File: config.mk
export PLATFORM = sky130hd
export DESIGN_NAME = iterative_mdu
export DESIGN_NICKNAME = d
export VERILOG_FILES = /design/src/rtl/mdu_pkg.sv /design/src/rtl/mdu_addsub.sv /design/src/rtl/iterative_mdu.sv
export SDC_FILE = /design/constraint.sdc
export NUM_CORES = 1
export LEC_CHECK = 0
export ABC_CLOCK_PERIOD_IN_PS = 5640
export CAP_MARGIN = 10
export CORE_MARGIN = 1.5
export CORE_UTILIZATION = 40
export DETAILED_ROUTE_END_ITERATION = 10
export PLACE_DENSITY_LB_ADDON = 0.05
export SKIP_LAST_GASP = 1
export SLEW_MARGIN = 20
export SYNTH_ARGS = -nofsm -noshare
export SYNTH_HDL_FRONTEND = slang
export SYNTH_SLANG_ARGS = --single-unit
File: constraint.sdc
create_clock -name clk -period 5.64 [get_ports clk]
set_clock_uncertainty 0.05 [all_clocks]
set_input_delay 1.128 -clock clk [delete_from_list [all_inputs] [get_ports clk]]
set_output_delay 1.128 -clock clk [all_outputs]
set_load 0.1 [all_outputs]
File: src/rtl/mdu_pkg.sv
// Shared definitions for the iterative multiply/divide unit: opcode
// encodings, FSM state type and two's-complement helpers.
package mdu_pkg;

  // Helpers work on a wide fixed width. Callers extend their operands
  // and then cast the result back down, so any W up to MAX_W/2 can use them.
  localparam int MAX_W = 256;

  localparam logic [2:0] OP_MULT  = 3'b000;
  localparam logic [2:0] OP_MULTU = 3'b001;
  localparam logic [2:0] OP_DIV   = 3'b010;
  localparam logic [2:0] OP_DIVU  = 3'b011;
  localparam logic [2:0] OP_MTHI  = 3'b100;
  localparam logic [2:0] OP_MTLO  = 3'b101;

  typedef enum logic [1:0] {
    S_IDLE,
    S_MUL,
    S_DIV,
    S_FIX
  } state_t;

  // Two's-complement negation.
  function automatic logic [MAX_W-1:0] negate(input logic [MAX_W-1:0] x);
    return ~x + MAX_W'(1);
  endfunction

  // Magnitude of a sign-extended value. The most negative W-bit value maps
  // to 1<<(W-1), which still fits in W unsigned bits after truncation.
  function automatic logic [MAX_W-1:0] abs_w(input logic signed [MAX_W-1:0] x);
    return (x < 0) ? negate(x) : x;
  endfunction

endpackage

File: src/rtl/mdu_addsub.sv
// (W+1)-bit adder/subtractor shared by the multiply and divide steps.
// In subtract mode cout is the "no borrow" flag, i.e. x >= y.
module mdu_addsub #(
  parameter int W = 32
) (
  input  logic [W:0] x,
  input  logic [W:0] y,
  input  logic       sub,
  output logic [W:0] sum,
  output logic       cout
);

  logic [W+1:0] full;

  // x + y, or x + ~y + 1 when subtracting.
  always_comb begin
    full = {1'b0, x} + {1'b0, y ^ {(W+1){sub}}} + {{(W+1){1'b0}}, sub};
    sum  = full[W:0];
    cout = full[W+1];
  end

endmodule

File: src/rtl/iterative_mdu.sv
// Multi-cycle multiply/divide unit owning the architectural HI/LO registers.
// MULT/MULTU use a shift-add loop, DIV/DIVU a restoring shift-subtract loop;
// both operate on magnitudes and apply the sign in the FIX state.
// W must be even, at least 4 and at most 128.
module iterative_mdu
  import mdu_pkg::*;
#(
  parameter  int W  = 32,
  localparam int CW = $clog2(W+1)
) (
  input  logic         clk,
  input  logic         rst,
  input  logic         start,
  input  logic [2:0]   op,
  input  logic [W-1:0] a,
  input  logic [W-1:0] b,
  input  logic         abort,
  output logic         busy,
  output logic         done,
  output logic         div_by_zero,
  output logic [W-1:0] hi,
  output logic [W-1:0] lo
);

  state_t        state;
  logic [CW-1:0] cnt;
  // acc: upper product half / partial remainder.
  // mq:  multiplier shifting into lower product / dividend shifting into quotient.
  logic [W-1:0]  acc;
  logic [W-1:0]  mq;
  logic [W-1:0]  mcand;
  logic          neg_q;
  logic          neg_r;
  logic          is_div;
  logic          dz;

  logic          signed_op;
  logic [W-1:0]  a_mag;
  logic [W-1:0]  b_mag;

  logic [W:0]    add_x;
  logic [W:0]    add_y;
  logic [W:0]    add_sum;
  logic          add_cout;

  logic [2*W-1:0] prod_raw;
  logic [2*W-1:0] prod_fix;
  logic [W-1:0]   q_fix;
  logic [W-1:0]   r_fix;

  // Operand magnitudes for the request currently presented at the inputs.
  always_comb begin
    signed_op = (op == OP_MULT) || (op == OP_DIV);
    a_mag     = signed_op ? W'(abs_w({{(MAX_W-W){a[W-1]}}, a})) : a;
    b_mag     = signed_op ? W'(abs_w({{(MAX_W-W){b[W-1]}}, b})) : b;
  end

  // Adder operands: add multiplicand when the multiplier LSB is set, or
  // trial-subtract the divisor from the shifted partial remainder.
  always_comb begin
    if (is_div) begin
      add_x = {acc, mq[W-1]};
      add_y = {1'b0, mcand};
    end else begin
      add_x = {1'b0, acc};
      add_y = {1'b0, mcand & {W{mq[0]}}};
    end
  end

  mdu_addsub #(.W(W)) u_addsub (
    .x    (add_x),
    .y    (add_y),
    .sub  (is_div),
    .sum  (add_sum),
    .cout (add_cout)
  );

  // Sign correction of the finished magnitude results.
  always_comb begin
    prod_raw = {acc, mq};
    prod_fix = neg_q ? (2*W)'(negate({{(MAX_W-2*W){1'b0}}, prod_raw})) : prod_raw;
    q_fix    = neg_q ? W'(negate({{(MAX_W-W){1'b0}}, mq}))  : mq;
    r_fix    = neg_r ? W'(negate({{(MAX_W-W){1'b0}}, acc})) : acc;
  end

  // Control FSM, iteration datapath and HI/LO registers.
  always_ff @(posedge clk or negedge rst) begin
    if (!rst) begin
      state       <= S_IDLE;
      cnt         <= '0;
      acc         <= '0;
      mq          <= '0;
      mcand       <= '0;
      neg_q       <= 1'b0;
      neg_r       <= 1'b0;
      is_div      <= 1'b0;
      dz          <= 1'b0;
      busy        <= 1'b0;
      done        <= 1'b0;
      div_by_zero <= 1'b0;
      hi          <= '0;
      lo          <= '0;
    end else begin
      done        <= 1'b0;
      div_by_zero <= 1'b0;
      case (state)
        S_IDLE: begin
          // start has priority over abort here since abort only acts when busy.
          if (start) begin
            case (op)
              OP_MULT, OP_MULTU: begin
                acc    <= '0;
                mq     <= b_mag;
                mcand  <= a_mag;
                neg_q  <= signed_op & (a[W-1] ^ b[W-1]);
                neg_r  <= 1'b0;
                is_div <= 1'b0;
                dz     <= 1'b0;
                cnt    <= CW'(W);
                busy   <= 1'b1;
                state  <= S_MUL;
              end
              OP_DIV, OP_DIVU: begin
                acc    <= '0;
                mq     <= a_mag;
                mcand  <= b_mag;
                neg_q  <= signed_op & (a[W-1] ^ b[W-1]);
                neg_r  <= signed_op & a[W-1];
                is_div <= 1'b1;
                dz     <= (b == '0);
                cnt    <= CW'(W);
                busy   <= 1'b1;
                state  <= S_DIV;
              end
              OP_MTHI: hi <= a;
              OP_MTLO: lo <= a;
              default: ;
            endcase
          end
        end
        S_MUL, S_DIV: begin
          if (abort) begin
            busy  <= 1'b0;
            state <= S_IDLE;
          end else begin
            if (state == S_MUL) begin
              acc <= add_sum[W:1];
              mq  <= {add_sum[0], mq[W-1:1]};
            end else begin
              acc <= add_cout ? add_sum[W-1:0] : add_x[W-1:0];
              mq  <= {mq[W-2:0], add_cout};
            end
            cnt <= cnt - CW'(1);
            if (cnt == CW'(1)) state <= S_FIX;
          end
        end
        S_FIX: begin
          if (!abort) begin
            // A zero divisor leaves the dividend in the remainder, and the
            // remainder sign restores it to a exactly; only LO is forced.
            if (is_div) begin
              lo <= dz ? '1 : q_fix;
              hi <= r_fix;
            end else begin
              hi <= prod_fix[2*W-1:W];
              lo <= prod_fix[W-1:0];
            end
            done        <= 1'b1;
            div_by_zero <= dz;
          end
          busy  <= 1'b0;
          state <= S_IDLE;
        end
        default: begin
          busy  <= 1'b0;
          state <= S_IDLE;
        end
      endcase
    end
  end

endmodule

After elaboration in Yosys (flattened, before gate mapping)

Cells that the tools add are included.

Bits of input ports: 71
Register bits after elaboration: 175
Output and inout bits: 67
Word-level logic and storage cells: 123

Mux-type cells: 52
Add/subtract/negate cells: 8
Eq/ne operators: 18
Bitwise operators: 10
Reduce and logical (&&, ||, !) cells: 19
Magnitude comparators: 2

Operators by type and width:

| cell                                                                           | number |
|---|---|
| 32-bit 2-to-1 mux                                                              | 24 |
| 32-bit case mux with 2 select lines                                            | 6 |
| 32-bit by 1-bit adder with 32-bit output (second input constant)               | 4 |
| 32-bit NOT                                                                     | 4 |
| 64-bit by 1-bit adder with 64-bit output (second input constant)               | 1 |
| 32-bit by 1-bit less-than comparator with 1-bit output (second input constant) | 2 |
| 64-bit 2-to-1 mux                                                              | 1 |
| 64-bit NOT                                                                     | 1 |
| 33-bit by 33-bit adder with 34-bit output                                      | 1 |
| 34-bit by 1-bit adder with 34-bit output                                       | 1 |
| 33-bit 2-to-1 mux                                                              | 1 |
| 32-bit by 33-bit XOR with 33-bit output                                        | 1 |
| 32-bit AND                                                                     | 1 |
| 32-bit logical NOT                                                             | 1 |
| 6-bit 2-to-1 mux                                                               | 3 |
| 4-bit AND reduction                                                            | 4 |
| 6-bit case mux with 2 select lines                                             | 1 |
| 3-bit AND reduction                                                            | 4 |
| 2-bit != test (second input constant)                                          | 5 |
| 1-bit 2-to-1 mux                                                               | 7 |
| 3-bit by 2-bit equality test with 1-bit output (second input constant)         | 2 |
| 3-bit equality test (second input constant)                                    | 2 |
| 6-bit by 1-bit equality test with 1-bit output (second input constant)         | 1 |
| 2-bit 2-to-1 mux                                                               | 3 |
| other kinds (19)                                                               | 28 |

Logic depth before layout (Yosys ltp)

Word-level depth: 9
Depth in mapped cells: 20
Gate-level depth less buffers: 14

Hierarchy

A second synthesis with hierarchy kept.

Cell total of the unflattened synthesis: 2033
Area, all modules: 15842.7 µm²

By module, submodules not included:

| module        | times used | cells each | area an instance (µm²) | sequential area each (µm²) |
|---|---|---|---|---|
| iterative_mdu | 1          | 1708       | 13578.0                | 4379.2 |
| mdu_addsub    | 1          | 325        | 2264.7                 | 0.0 |

Worst setup path before layout

OpenSTA, ideal clock, no wires.

Path kind: register -> register
Start point: register is_div
End point: register acc[4]
Cell stages (with the launch flop): 21
Path buffers: 7
Period minus slack after synthesis: 3.863 ns
Setup slack: 1.777 ns
Setup time: 0.130 ns
Arrival: 3.683 ns
Data required time: 5.460 ns
Path through: dfrtp_1 clkbuf_1 buf_6 buf_6 nor2_1 clkbuf_1 nand2_1 o21ai_0 ha_1 clkbuf_1 a21oi_1 o21ai_0 a31oi_1 a21oi_1 o31ai_1 and2_1 clkbuf_1 clkbuf_1 nor2_1 a211oi_1 o21ai_0

Longest elaborated chain between the ends: 8
Elaborated cells on any way between the ends: 9
Those cells by class: add/sub: 2; mux: 6; bitwise: 1

RTL lines:

| item                                      | RTL line             | source |
|---|---|---|
| from (decl)                               | iterative_mdu.sv:34  | `logic is_div;` |
| from (signal assigned)                    | iterative_mdu.sv:96  | `is_div <= 1'b0;` |
| from (signal assigned)                    | iterative_mdu.sv:117 | `is_div <= 1'b0;` |
| from (signal assigned)                    | iterative_mdu.sv:129 | `is_div <= 1'b1;` |
| 32-bit 2-to-1 mux                         | iterative_mdu.sv:61  | `if (is_div) begin` |
| 32-bit by 33-bit XOR with 33-bit output   | mdu_addsub.sv:17     | `full = {1'b0, x} + {1'b0, y ^ {(W+1){sub}}} + {{(W+1){1'b0}}, sub};` |
| 33-bit by 33-bit adder with 34-bit output | mdu_addsub.sv:17     |  |
| 34-bit by 1-bit adder with 34-bit output  | mdu_addsub.sv:17     |  |
| 32-bit 2-to-1 mux                         | iterative_mdu.sv:150 | `acc <= add_cout ? add_sum[W-1:0] : add_x[W-1:0];` |
| 32-bit 2-to-1 mux (*)                     | iterative_mdu.sv:146 | `if (state == S_MUL) begin` |
| 32-bit 2-to-1 mux (*)                     | iterative_mdu.sv:142 | `if (abort) begin` |
| 32-bit case mux with 2 select lines (*)   | iterative_mdu.sv:106 | `case (state)` |
| to (signal assigned)                      | iterative_mdu.sv:147 | `acc <= add_sum[W:1];` |
| to (signal assigned)                      | iterative_mdu.sv:150 |  |
| to (decl)                                 | iterative_mdu.sv:29  | `logic [W-1:0] acc;` |

Mark *: on every way between the ends. The rest lies on a longest branch, timed or not. The select of a mux whose other input is x is not followed.
A chain may end at the register's enable or synchronous reset.

Final worst setup path

Start point: register is_div
End point: register acc[1]

The elaborated chain is that of the path after synthesis.

==> impl_metrics.csv <==
group,metric,value,unit
outcome,status,"complete, no violations",
cts,cts_setup_buffers,0,
worst_setup_path,rr_worst_depth,13,
cts,cts_max_path_buffers,2,
layout,syn2layout_area_growth,15.3,%
drt,drtIter0Drc,1454,
sta,layout_min_cycle_time,4640,ps
worst_setup_path,critPathMaxFanout,23,
worst_hold_path,hold_end,"hi[17]$_DFFE_PN0P_",
yosys,synth_largest_area_cell,"dfrtp_1",
power_and_ir_drop,p_leak,6.74,nW
run,drv_cap,0,
sta,worstMarginPinSlew,1010,ps
power_and_ir_drop,power_density,718,nW/um^2
global_routing,grt_overflow,0,
floorplanning,dieArea,37300,sq um
placed_design,placed_cell_area,16100,sq um
yosys,async_flop_share,100,%
worst_setup_path,cpMostUsedCell,"o21ai_0",
yosys,synth_most_common_cell,"nand2_1",
global_routing,grt_pass1_vias,13100,
worst_setup_path,worstPathRequired,5970,ps
cts,cts_made_buffers,17,
worst_hold_path,worstHoldStart,"hi[17]$_DFFE_PN0P_",
floorplanning,die_w,193,um
worst_hold_path,holdCritPathClass,"flip-flop to flip-flop",
placed_design,gp_congestion,0.908,
worst_setup_path,path_cells,"inv_1 > buf_4 > o21ai_0 > ha_1 > a21oi_1 > o21ai_0 > o21ai_0 > a21oi_1 > o31ai_1 > and2_1 > mux2i_1 > mux2i_1 > a21o_1",
sta,rsz0062_at_grt,"no",
cts,ctsResizeCount,0,
sta,fmax,216,MHz
global_routing,grtUsageTotal,30.4,%
worst_setup_path,cp-end-kind,"flip-flop",
global_routing,grt_pass1_wl,84.0,mm
cts,clk_pin_slew,80,ps
yosys,synth_cell_types,73,
worst_hold_path,hold_depth,1,
worst_setup_path,critPathSlowestCell,"and2_1",
layout,finalNetCount,2016,
worst_setup_path,r2r_slack,1000,ps
floorplanning,design.core.area,35600,sq um
yosys,synthTopCellsByArea,"dfrtp_1, o21ai_0, a21oi_1",
power_and_ir_drop,power,12.0,mW
worst_setup_path,start_kind,"flip-flop",
drt,ant_nets,0,
drt,wl,55.5,mm
yosys,synth_area_per_cell,7.79,sq um
placed_design,dp_hpwl,42.5,mm
sta,final-setup-viol-count,0,
sta,fin_crit_sh,82.2,%
power_and_ir_drop,vdd_drop_max,0.695,mV
sta,hold_violations,0,
yosys,synth_top_area_share,30.3,%
global_routing,antenna_found_initial,0,
cts,cts_hold_buf,0,
floorplanning,start_util,40.6,%
layout,drive_gt1_share,7.82,%
floorplanning,fp.dieH,193,um
cts,clock_sinks,175,
yosys,synth_ff_type,"dfrtp_1",
sta,drv_slew,0,
cts,cts_tree,"yes",
yosys,syn_nets,1966,
global_routing,grt_max_degree,89,
placed_design,dp.cells,2346,
yosys,synth-seq-cells,175,
yosys,yosys_warnings,0,
worst_setup_path,arrival,4960,ps
drt,drcViolationCount,0,
yosys,yosysSeqAreaShare,30.3,%
sta,max-slew-margin-rel,32.7,%
layout,fin_area,16700,sq um
yosys,syn_area,14400,sq um
sta,tns,0,ps
layout,antenna_cells,0,
yosys,syn_inst,1854,
worst_setup_path,r2r-start,"is_div$_DFFE_PN0P_",
placed_design,port_buffers,137,
yosys,yosys-top-cells-count,"nand2_1, o21ai_0, a21oi_1, dfrtp_1, nor2_1",
layout,layout.cells.non_filler,2378,
floorplanning,io_pins,138,
drt,dr_total_vias,14200,
drt,via_per_inst,5.97,
cts,root_buffer,"clkbuf_16",
worst_setup_path,critPathMaxStageDelay,780,ps
floorplanning,row_count,69,
worst_setup_path,r2r-end,"acc[1]$_DFFE_PN0P_",
cts,clk_latency,480,ps
drt,wire_per_inst,23.4,um
worst_setup_path,path_class,"flip-flop to flip-flop",
drt,firstDrtPassIters,5,
sta,hold_ws,428,ps
yosys,synth_edf_count,0,
cts,h-tree-depth,4,
-- area by class of cell --
cell class | instances | area, sq um
fillers | 3557 | 18900
multi-input cells | 1516 | 9400
flip-flops and latches | 175 | 4380
repair buffers | 166 | 1620
well taps | 461 | 577
clock buffers | 17 | 425
clock inverters | 15 | 149
inverters | 28 | 105
-- how the worst max path moves through the flow --
stage | start | endpoint | slack, ps | depth (start not counted)
floorplan | is_div$_DFFE_PN0P_ | acc[4]$_DFFE_PN0P_ | 1780 | 20
global placement | is_div$_DFFE_PN0P_ | acc[1]$_DFFE_PN0P_ | 1090 | 13
detailed placement | is_div$_DFFE_PN0P_ | acc[1]$_DFFE_PN0P_ | 1100 | 13
CTS | is_div$_DFFE_PN0P_ | acc[1]$_DFFE_PN0P_ | 1060 | 13
global route | is_div$_DFFE_PN0P_ | acc[29]$_DFFE_PN0P_ | 640 | 13
finish | is_div$_DFFE_PN0P_ | acc[1]$_DFFE_PN0P_ | 1000 | 13
-- per-stage QoR --
stage | worst slack (ps) | utilization, %
after CTS | 1060 | 46.8
after global placement | 1090 | 45.2
after detailed placement | 1100 | 45.2
after floorplan | 1780 | -
after global routing | 637 | 46.8
final | 1000 | 46.8
-- per-layer routing --
metal	global-route usage, %	up-vias	wire (um)
li1	-	6770	-
met1	46.5	6831	27600
met2	43.7	538	23000
met3	4.29	65	3450
met4	9.44	0	1540
met5	0	-	0
-- placed cells by master (no fill, tap or decap), drive strengths merged, types with 10 or more instances in the layout --
cell type,netlist,layout
a211oi,31,31
a21o,33,33
a21oi,184,184
a22o,10,10
a31oi,17,17
and2,12,12
buf,23,30
clkbuf,110,17
clkdlybuf4s50,0,136
dfrtp,175,175
ha,40,40
inv,28,35
mux2,57,57
mux2i,41,41
nand2,244,244
nand3,32,32
nand4,11,11
nor2,156,156
nor3,37,37
nor4,17,17
o21ai,237,237
o22ai,38,38
o31ai,31,31
or3,18,18
or4,16,16
xnor2,95,95
xor2,60,60
-- state kept, by name, indices dropped and copies added (netlist names) --
register / cells
acc: 32
hi: 32
lo: 32
mcand: 32
mq: 32
cnt: 6
state: 2
busy: 1
div_by_zero: 1
done: 1
dz: 1
is_div: 1
neg_q: 1
neg_r: 1
-- logic make-up after synthesis --
group / count (synthesis) / synth area share, %
flip-flops: 175 / 30.3
buffers and inverters: 163 / 4.89
AND/OR/NAND/NOR: 580 / 18.5
multiplexers: 98 / 7.28
XOR/XNOR: 155 / 9.40
adder cells (fa/ha/maj): 41 / 3.60
AO/OA/AOI/OAI: 642 / 26.0
-- report_power, final --
| part | switching [mW] | internal, mW | total (mW) |
|---|---|---|---|
| registers | 0.793 | 1.82 | 2.62 |
| clock network | 0.624 | 0.588 | 1.21 |
| logic | 5.51 | 2.62 | 8.13 |
| total | 6.93 | 5.03 | 12.0 |
-- critical path: cells and delay by family (launching register included) --
kind / cells / cell delay [ps]
AOI/OAI and AO/OA: 7 / 1600
buffers and inverters: 2 / 960
and+or+nand+nor: 1 / 780
DFF: 1 / 400
adders and majority gates: 1 / 350
muxes: 2 / 350
Note: power is estimated with default switching activity, not from simulation.
